[config.mk]
export PLATFORM = sky130hd
export DESIGN_NAME = yuv422_pair_packer
export DESIGN_NICKNAME = d
export VERILOG_FILES = /design/src/rtl/yuv422_pair_packer.sv
export SDC_FILE = /design/constraint.sdc
export NUM_CORES = 1
export LEC_CHECK = 0
export CAP_MARGIN = 15
export CELL_PAD_IN_SITES_DETAIL_PLACEMENT = 0
export CELL_PAD_IN_SITES_GLOBAL_PLACEMENT = 2
export CORE_MARGIN = 2
export CORE_UTILIZATION = 41
export DETAILED_ROUTE_END_ITERATION = 6
export PLACE_DENSITY = 0.9
export RECOVER_POWER = 100
export SLEW_MARGIN = 15
export SYNTH_ARGS = -nofsm -noshare
export SYNTH_HDL_FRONTEND = slang
export SYNTH_HIERARCHICAL = 1
export SYNTH_SLANG_ARGS = --single-unit
export TNS_END_PERCENT = 100
[constraint.sdc]
create_clock -name clk -period 8.85 [get_ports clk]
set_input_delay 1.3275 -clock clk [delete_from_list [all_inputs] [get_ports clk]]
set_output_delay 1.3275 -clock clk [all_outputs]
set_load 0.02 [all_outputs]
[src/rtl/yuv422_pair_packer.sv]
// RGB888 one-pixel-per-beat stream to packed YUYV pairs, with line-length policing.
// rgb_to_yuv422 is the combinational pair converter; the packer registers its result.
module rgb_to_yuv422 (
    input  logic [23:0] pix_a,
    input  logic [23:0] pix_b,
    output logic [7:0]  y1,
    output logic [7:0]  y2,
    output logic [7:0]  u,
    output logic [7:0]  v
);
    logic [23:0] pix  [2];
    logic [7:0]  y_px [2];
    logic [7:0]  u_px [2];
    logic [7:0]  v_px [2];
    logic [8:0]  u_sum;
    logic [8:0]  v_sum;

    assign pix[0] = pix_a;
    assign pix[1] = pix_b;

    // BT.601 studio-range integer coefficients, +128 rounding offset before the >>8
    for (genvar gi = 0; gi < 2; gi++) begin : g_px
        logic signed [17:0] r, g, b, y_t, u_t, v_t;
        assign r   = {10'd0, pix[gi][23:16]};
        assign g   = {10'd0, pix[gi][15:8]};
        assign b   = {10'd0, pix[gi][7:0]};
        assign y_t = (18'sd66 * r + 18'sd129 * g + 18'sd25 * b + 18'sd128) >>> 8;
        assign u_t = (18'sd112 * b - 18'sd38 * r - 18'sd74 * g + 18'sd128) >>> 8;
        assign v_t = (18'sd112 * r - 18'sd94 * g - 18'sd18 * b + 18'sd128) >>> 8;
        assign y_px[gi] = 8'(y_t + 18'sd16);
        assign u_px[gi] = 8'(u_t + 18'sd128);
        assign v_px[gi] = 8'(v_t + 18'sd128);
    end

    assign u_sum = {1'b0, u_px[0]} + {1'b0, u_px[1]};
    assign v_sum = {1'b0, v_px[0]} + {1'b0, v_px[1]};
    assign y1    = y_px[0];
    assign y2    = y_px[1];
    assign u     = 8'(u_sum >> 1);
    assign v     = 8'(v_sum >> 1);
endmodule

module yuv422_pair_packer #(
    parameter int LINE_WIDTH = 640
) (
    input  logic        clk,
    input  logic        rst_n,
    input  logic        s_valid,
    output logic        s_ready,
    input  logic [23:0] s_data,
    input  logic        s_last,
    output logic        m_valid,
    input  logic        m_ready,
    output logic [31:0] m_data,
    output logic        m_last,
    output logic        err_short,
    output logic        err_long,
    input  logic        err_clr,
    output logic [15:0] pair_cnt
);
    localparam logic [11:0] LAST_IDX = 12'(LINE_WIDTH - 1);

    typedef enum logic {ST_EVEN, ST_ODD} state_t;

    state_t      state_reg, state_next;
    logic [23:0] p1_reg;
    logic [11:0] pix_cnt_reg;
    logic        m_valid_reg, m_last_reg;
    logic [31:0] m_data_reg;
    logic        err_short_reg, err_long_reg;
    logic [15:0] pair_cnt_reg;

    logic        s_fire, eff_last, emit, set_short, set_long;
    logic [23:0] conv_a, conv_b;
    logic [7:0]  y1_c, y2_c, u_c, v_c;

    assign s_ready   = !m_valid_reg || m_ready;
    assign s_fire    = s_valid && s_ready;
    assign eff_last  = s_last || (pix_cnt_reg == LAST_IDX);
    assign set_short = s_fire && s_last && (pix_cnt_reg < LAST_IDX);
    assign set_long  = s_fire && !s_last && (pix_cnt_reg == LAST_IDX);

    always_comb begin
        state_next = state_reg;
        emit       = 1'b0;
        conv_a     = p1_reg;
        conv_b     = s_data;
        if (s_fire) begin
            case (state_reg)
                ST_EVEN: begin
                    if (eff_last) begin
                        // lone pixel at end of line is paired with itself
                        emit   = 1'b1;
                        conv_a = s_data;
                    end else begin
                        state_next = ST_ODD;
                    end
                end
                ST_ODD: begin
                    emit       = 1'b1;
                    state_next = ST_EVEN;
                end
                default: state_next = ST_EVEN;
            endcase
        end
    end

    rgb_to_yuv422 u_conv (
        .pix_a (conv_a),
        .pix_b (conv_b),
        .y1    (y1_c),
        .y2    (y2_c),
        .u     (u_c),
        .v     (v_c)
    );

    always_ff @(posedge clk or negedge rst_n) begin
        if (!rst_n) begin
            state_reg     <= ST_EVEN;
            p1_reg        <= '0;
            pix_cnt_reg   <= '0;
            m_valid_reg   <= 1'b0;
            m_last_reg    <= 1'b0;
            m_data_reg    <= '0;
            err_short_reg <= 1'b0;
            err_long_reg  <= 1'b0;
            pair_cnt_reg  <= '0;
        end else begin
            state_reg <= state_next;
            if (s_fire && state_reg == ST_EVEN && !eff_last)
                p1_reg <= s_data;
            if (s_fire)
                pix_cnt_reg <= eff_last ? 12'd0 : pix_cnt_reg + 12'd1;
            // emit can only happen when the output slot is free or draining
            if (emit) begin
                m_valid_reg <= 1'b1;
                m_data_reg  <= {v_c, y2_c, u_c, y1_c};
                m_last_reg  <= eff_last;
            end else if (m_ready) begin
                m_valid_reg <= 1'b0;
            end
            if (m_valid_reg && m_ready)
                pair_cnt_reg <= pair_cnt_reg + 16'd1;
            if (set_short)
                err_short_reg <= 1'b1;
            else if (err_clr)
                err_short_reg <= 1'b0;
            if (set_long)
                err_long_reg <= 1'b1;
            else if (err_clr)
                err_long_reg <= 1'b0;
        end
    end

    assign m_valid   = m_valid_reg;
    assign m_data    = m_data_reg;
    assign m_last    = m_last_reg;
    assign err_short = err_short_reg;
    assign err_long  = err_long_reg;
    assign pair_cnt  = pair_cnt_reg;
endmodule
==> results of run 1 <==
[layout make-up]
class	instances	area (um^2)	share of cell area (%)
clock buffer	10	229	1.06
clock inverter	6	48.8	0.227
inverter	415	1570	7.28
multi-input combinational	1452	15000	69.6
sequential	89	2230	10.4
tap	600	751	3.49
timing repair buffer	203	1720	8.00
[worst max-delay path, stage by stage]
cell             delay (ps)
clkdlybuf4s50_1         470
nand2b_2                130
nand2_2                  80
nor3_4                  160
buf_12                  150
buf_4                   120
clkbuf_1                310
mux2_1                  520
ha_1                    340
ha_1                    200
ha_1                    260
inv_1                    40
fa_1                    480
inv_1                    40
ha_1                    290
fa_1                    470
fa_1                    520
fa_1                    490
ha_1                    350
o21a_1                  210
a2111o_1                470
a31oi_1                 330
xnor2_1                 160
ha_1                    170
xor2_1                  170
xnor2_1                 120
mux2_2                  270
[logic make-up (layout without fill, tap and decap cells)]
group,count (synthesis),in the layout,share of synthesized area [%]
xor+xnor,156,156,7.25
compound gates,295,295,10.2
mux,84,84,5.38
buf+inv,430,634,8.79
simple gates,273,273,7.15
flops,89,89,11.8
fa+ha+maj,644,644,49.5
[cells in the mapped netlist (3+ instances only)]
master     number
mux2_2         54
mux2_1          8
mux2i_1         3
nand2_1        54
and2_1          7
dfrtp_1        89
o21bai_1       29
a21boi_0       12
o21ai_0        48
nand4b_1        3
o311ai_0        4
ha_1          475
and3_1         13
a2111oi_0       3
nand4_1         7
a31oi_1        17
buf_6           5
o211ai_1        4
nand2b_1       14
nor3_1         26
o21a_1         12
o31ai_1         4
xnor2_1       113
nand3b_1        3
nor4_1         12
o22ai_1         3
buf_2           5
a211oi_1        3
nor2_1         80
fa_1          169
or3_1           4
mux2_4         19
xor2_1         43
o311a_1         3
nand3_1        21
o21ai_1         3
o31a_1          4
nor2b_1        21
a21o_1         35
a21oi_1        89
nor3b_1         3
clkbuf_1        5
inv_1         413
[cell usage in the layout (no fill, tap or decap), types with 29 or more instances in the layout]
master	synthesis	layout
inv_1	413	410
nor2_1	80	78
buf_4	0	110
a21oi_1	89	88
dlygate4sd3_1	0	54
mux2_2	54	55
xor2_1	43	43
xnor2_1	113	113
fa_1	169	169
nand2_1	54	53
o21ai_0	48	46
dfrtp_1	89	89
a21o_1	35	35
o21bai_1	29	29
ha_1	475	474
[what timing repair did]
action / CTS / global route
gates cloned: 0 / 0
setup buffers: 0 / 3
setup endpoints to repair: 3 / 6
pin swaps: 0 / 10
endpoints found under the hold margin: 0 / 0
gates resized for setup: 3 / 21
[metrics by stage]
stage | hold slack, ps | cells | setup slack [ps] | util [%] | cell area [um^2]
final | 465 | 2775 | 425 | 47.4 | 21500
after global routing | 501 | 2775 | 4.66 | 47.4 | 21500
after CTS | 479 | 2772 | 16.8 | 47.4 | 21500
after detailed placement | 467 | 2756 | -479 | 46.8 | 21200
after global placement | 468 | 2756 | -354 | 46.8 | 21200
after floorplan | 460 | 1971 | 0.830 | - | 18900
[how the worst max path moves through the flow]
stage	startpoint	endpoint	slack, ps
floorplan	m_ready	m_data[30]$_DFFE_PN0P_	0.8
global placement	m_ready	m_data[30]$_DFFE_PN0P_	-350
detailed placement	m_ready	m_data[30]$_DFFE_PN0P_	-480
CTS	m_ready	m_data[30]$_DFFE_PN0P_	20
global route	m_ready	m_data[31]$_DFFE_PN0P_	5
finish	m_ready	m_data[6]$_DFFE_PN0P_	420
[per-layer routing]
layer / vias up / track usage (%) / wire length [um]
li1: 6994 / - / -
met3: 55 / 2.45 / 1440
met1: 6713 / 26.4 / 21100
met4: 0 / 6.30 / 1270
met2: 197 / 35.6 / 22200
met5: - / 0 / 0
==> impl_metrics.py, run 1 <==
metrics = {
    "worst_hold_path": {
        "min_path_type": "flop to flop",
        "hold_end": "pair_cnt[15]$_DFFE_PN0P_",
        "hp-start": "pair_cnt[15]$_DFFE_PN0P_",
        "hold_path_depth": 1,
    },
    "synth": {
        "yosysSeqAreaShare_pct": 11.8,
        "synthCells": 1971,
        "synthArstFlopShare_pct": 100,
        "synth_top_area_share_pct": 31.5,
        "synth-edff-count": 0,
        "synth_top_flop_cell": "dfrtp_1",
        "synth.distinct_cells": 65,
        "syn_area_per_cell_um2": 9.57,
        "synthTopCellsByArea": "ha_1 (32%), fa_1 (18%), dfrtp_1 (12%)",
        "yosys.area.top_type": "ha_1",
        "synth_seq_cells": 89,
        "syn_area_um2": 18900,
        "yosys_warnings": 6,
        "syn_nets": 2645,
    },
    "global_route": {
        "grt_pass1_vias": 14700,
        "grt_pass1_wl_mm": 76.0,
        "grt_max_degree": 59,
        "overflow": 0,
        "antenna_found_initial": 0,
        "grt_use_total_pct": 20.5,
    },
    "setup_path": {
        "crit_required_ps": 9110,
        "cp-end-kind": "flop",
        "r2r_slack_ps": 780,
        "reg2reg_depth": 27,
        "timing.rr.start": "pix_cnt_reg[0]$_DFFE_PN0N_",
        "arrival_ps": 8690,
        "startpoint_type": "input port",
        "cp_max_fo": 8,
        "path_class": "input port to flop",
        "reg2reg_to": "m_data[6]$_DFFE_PN0P_",
    },
    "floorplan": {
        "fp.dieArea_um2": 47700,
        "core_area_um2": 45400,
        "start_util_pct": 41.5,
        "die_h_um": 218,
        "fp.dieW_um": 218,
        "io_pins": 83,
        "rows": 78,
    },
    "cts": {
        "numClockSinks": 89,
        "cts_root_buf": "clkbuf_16",
        "clk_path_buf_depth": 2,
        "cts_made_buffers": 9,
        "holdBufCountCts": 0,
        "cts_tree": "built",
        "insertion_delay_ps": 370,
        "htree_levels": 3,
        "clk_pin_slew_worst_paths_ps": 70,
    },
    "sta": {
        "tightest_slew_ps": 3570,
        "slew_viol_final": 118,
        "finalCritPeriodShare_pct": 95.2,
        "setup_tns_ps": 0,
        "rsz0062_at_grt": "false",
        "fin_crit_ps": 8430,
        "setup_viol": 0,
        "skew_ps": 10.0,
        "hold_viol": 0,
        "maxSlewHeadroom_pct": -138,
        "fmax_ghz": 0.119,
    },
    "run": {
        "maxCapViolCount": 3,
    },
    "cells_and_area": {
        "antenna_cells": 0,
        "nNetsFinal": 2844,
        "area_growth_pct": 14.1,
        "largest_reg_flops": 32,
        "drive_gt1_share_pct": 9.79,
        "fillers": 4341,
    },
    "routing": {
        "detail-route-antenna-nets": 0,
        "routed_wl_mm": 46.0,
        "drt_iter0_drc": 611,
        "wire_per_inst_um": 16.6,
        "first_pass_iters": 5,
        "drc": 0,
        "drt-vias-per-instance": 5.03,
        "vias": 14000,
    },
    "run_status": {
        "status": "finished, violations left",
        "violations": "capacitance limit, slew limit",
    },
    "placement": {
        "portBuffers": 82,
        "gp_congestion": 0.890,
        "dpl.hpwl_mm": 39.5,
    },
}
Power of run 1 is left out: the tool's default activity adds up to more than one toggle a clock period on the data nets, which glitch-free logic cannot reach.
==> run 2, diff against run 1 <==
- CORE_MARGIN: 2 -> 4
==> impl_metrics.py, run 2 (synthesis gave the netlist of run 1 again) <==
metrics = {
    "run_status": {
        "status": "finished, violations left",
        "violations": "capacitance limit, slew limit",
    },
    "setup_path": {
        "crit_required_ps": 9110,
        "cp-end-kind": "flop",
        "startpoint": "m_ready",
        "timing.rr.start": "pix_cnt_reg[0]$_DFFE_PN0N_",
        "crit_path_top_delay_cell": "fa_1",
        "path_class": "input port to flop",
        "arrival_ps": 8760,
        "cp_max_fo": 8,
        "startpoint_type": "input port",
        "critical-path-max-stage-delay_ps": 540,
    },
    "run": {
        "maxCapViolCount": 3,
    },
    "cells_and_area": {
        "layout_common_cells": "ha_1 (474), inv_1 (410), fa_1 (169)",
        "antenna_cells": 0,
        "area_growth_pct": 14.0,
        "drive_gt1_share_pct": 9.23,
        "instances_no_fill": 2767,
        "nNetsFinal": 2836,
        "largest_reg_flops": 32,
        "layout_commonest_cell": "ha_1",
        "fillers": 4341,
    },
    "routing": {
        "drt-vias-per-instance": 5.08,
        "drt_iter0_drc": 662,
        "drc": 0,
        "detail-route-antenna-nets": 0,
        "wire_per_inst_um": 16.9,
        "routed_wl_mm": 46.9,
        "vias": 14100,
        "first_pass_iters": 5,
    },
    "sta": {
        "skew_ps": 15.5,
        "maxSlewHeadroom_pct": -135,
        "fin_ws_ps": 346,
        "tightest_slew_ps": 3520,
        "fmax_ghz": 0.118,
        "setup_tns_ps": 0,
        "hold_viol": 0,
        "fin_crit_ps": 8500,
        "slew_viol_final": 118,
        "setup_viol": 0,
        "finalCritPeriodShare_pct": 96.1,
    },
    "placement": {
        "dpl.hpwl_mm": 40.1,
        "gp_congestion": 0.895,
        "portBuffers": 82,
        "preCtsSetupSlack_ps": -434,
        "placed_cells": 2747,
    },
    "floorplan": {
        "io_pins": 83,
        "start_util_pct": 41.5,
        "fp.dieArea_um2": 49500,
        "rows": 78,
        "core_area_um2": 45400,
        "fp.dieW_um": 222,
        "die_h_um": 222,
    },
    "cts": {
        "htree_levels": 3,
        "clk_path_buf_depth": 2,
        "numClockSinks": 89,
        "cts_tree": "built",
        "insertion_delay_ps": 380,
        "clk_pin_slew_worst_paths_ps": 80,
        "holdBufCountCts": 0,
        "cts_made_buffers": 9,
        "cts_root_buf": "clkbuf_16",
    },
    "global_route": {
        "grt_pass1_wl_mm": 77.9,
        "grt_max_degree": 60,
        "grt_use_total_pct": 19.7,
        "grt_pass1_vias": 14900,
        "antenna_found_initial": 0,
        "overflow": 0,
    },
    "worst_hold_path": {
        "hp-start": "pair_cnt[15]$_DFFE_PN0P_",
        "min_path_type": "flop to flop",
    },
}
[run 2: cell types whose count changed in the layout (fill, tap and decap cells not counted), moves of 2 or more]
cell       change
buf_4          -7
bufinv_16      +2
clkbuf_1       -2
inv_2          +3
inv_4          -3
mux2_1         +3
mux2_2         -2
[run 2: cell type report]
class | instances | area [um^2] | share of cell area [%]
timing repair buffer | 195 | 1670 | 7.78
multi-input combinational | 1452 | 15000 | 69.6
clock inverter | 6 | 97.6 | 0.454
sequential | 89 | 2230 | 10.4
inverter | 415 | 1560 | 7.25
clock buffer | 10 | 229 | 1.07
tap | 600 | 751 | 3.49
[run 2: critical path: cells and delay by family]
family                   cells  cell delay, ps
AO/OA/AOI/OAI                7             850
adder cells (fa/ha/maj)      8            3160
XOR/XNOR                     3             430
multiplexers                 2             620
buffers and inverters        7            1020
AND/OR/NAND/NOR              7            1320
[run 2: worst paths after layout]
| path | end | slack, ps | cells past startpoint |
|---|---|---|---|
| max | m_data[30]$_DFFE_PN0P_ | 350 | 34 |
| min in group asynchronous | m_data[25]$_DFFE_PN0P_ | 1440 | 1 |
| min reg2reg | pair_cnt[15]$_DFFE_PN0P_ | 480 | 1 |
| min | pair_cnt[15]$_DFFE_PN0P_ | 480 | 1 |
| max reg2reg | m_data[30]$_DFFE_PN0P_ | 730 | 34 |
| max in group asynchronous | p1_reg[23]$_DFFE_PN0P_ | 3310 | 2 |
[run 2: metrics by stage]
step	hold WS (ps)	utilization, %	area, um^2
2_1_floorplan	460	-	18900
3_3_place_gp	465	46.7	21200
3_5_place_dp	477	46.7	21200
4_1_cts	497	47.4	21500
5_1_grt	505	47.4	21500
6_report	485	47.4	21500
[run 2: what timing repair did]
item,in CTS,in global routing
pin swaps,0,6
setup buffers,0,4
gates resized for setup,2,13
setup endpoints to repair,1,5
[run 2: per-layer routing]
layer	vias up	part of all wire, %	GRT usage (%)
met1	6795	45	25.5
li1	6987	-	-
met3	64	3.0	2.81
met4	0	2.9	5.53
met5	-	0	0
met2	209	49	34.4
Power of run 2 is left out for the same reason.
==> run 3, diff against run 2 <==
- TNS_END_PERCENT: 100 -> 30
==> results of run 3 <==
No change in the layout: final DEF, timing and power equal those of run 2.
Power of run 3 is left out for the same reason.
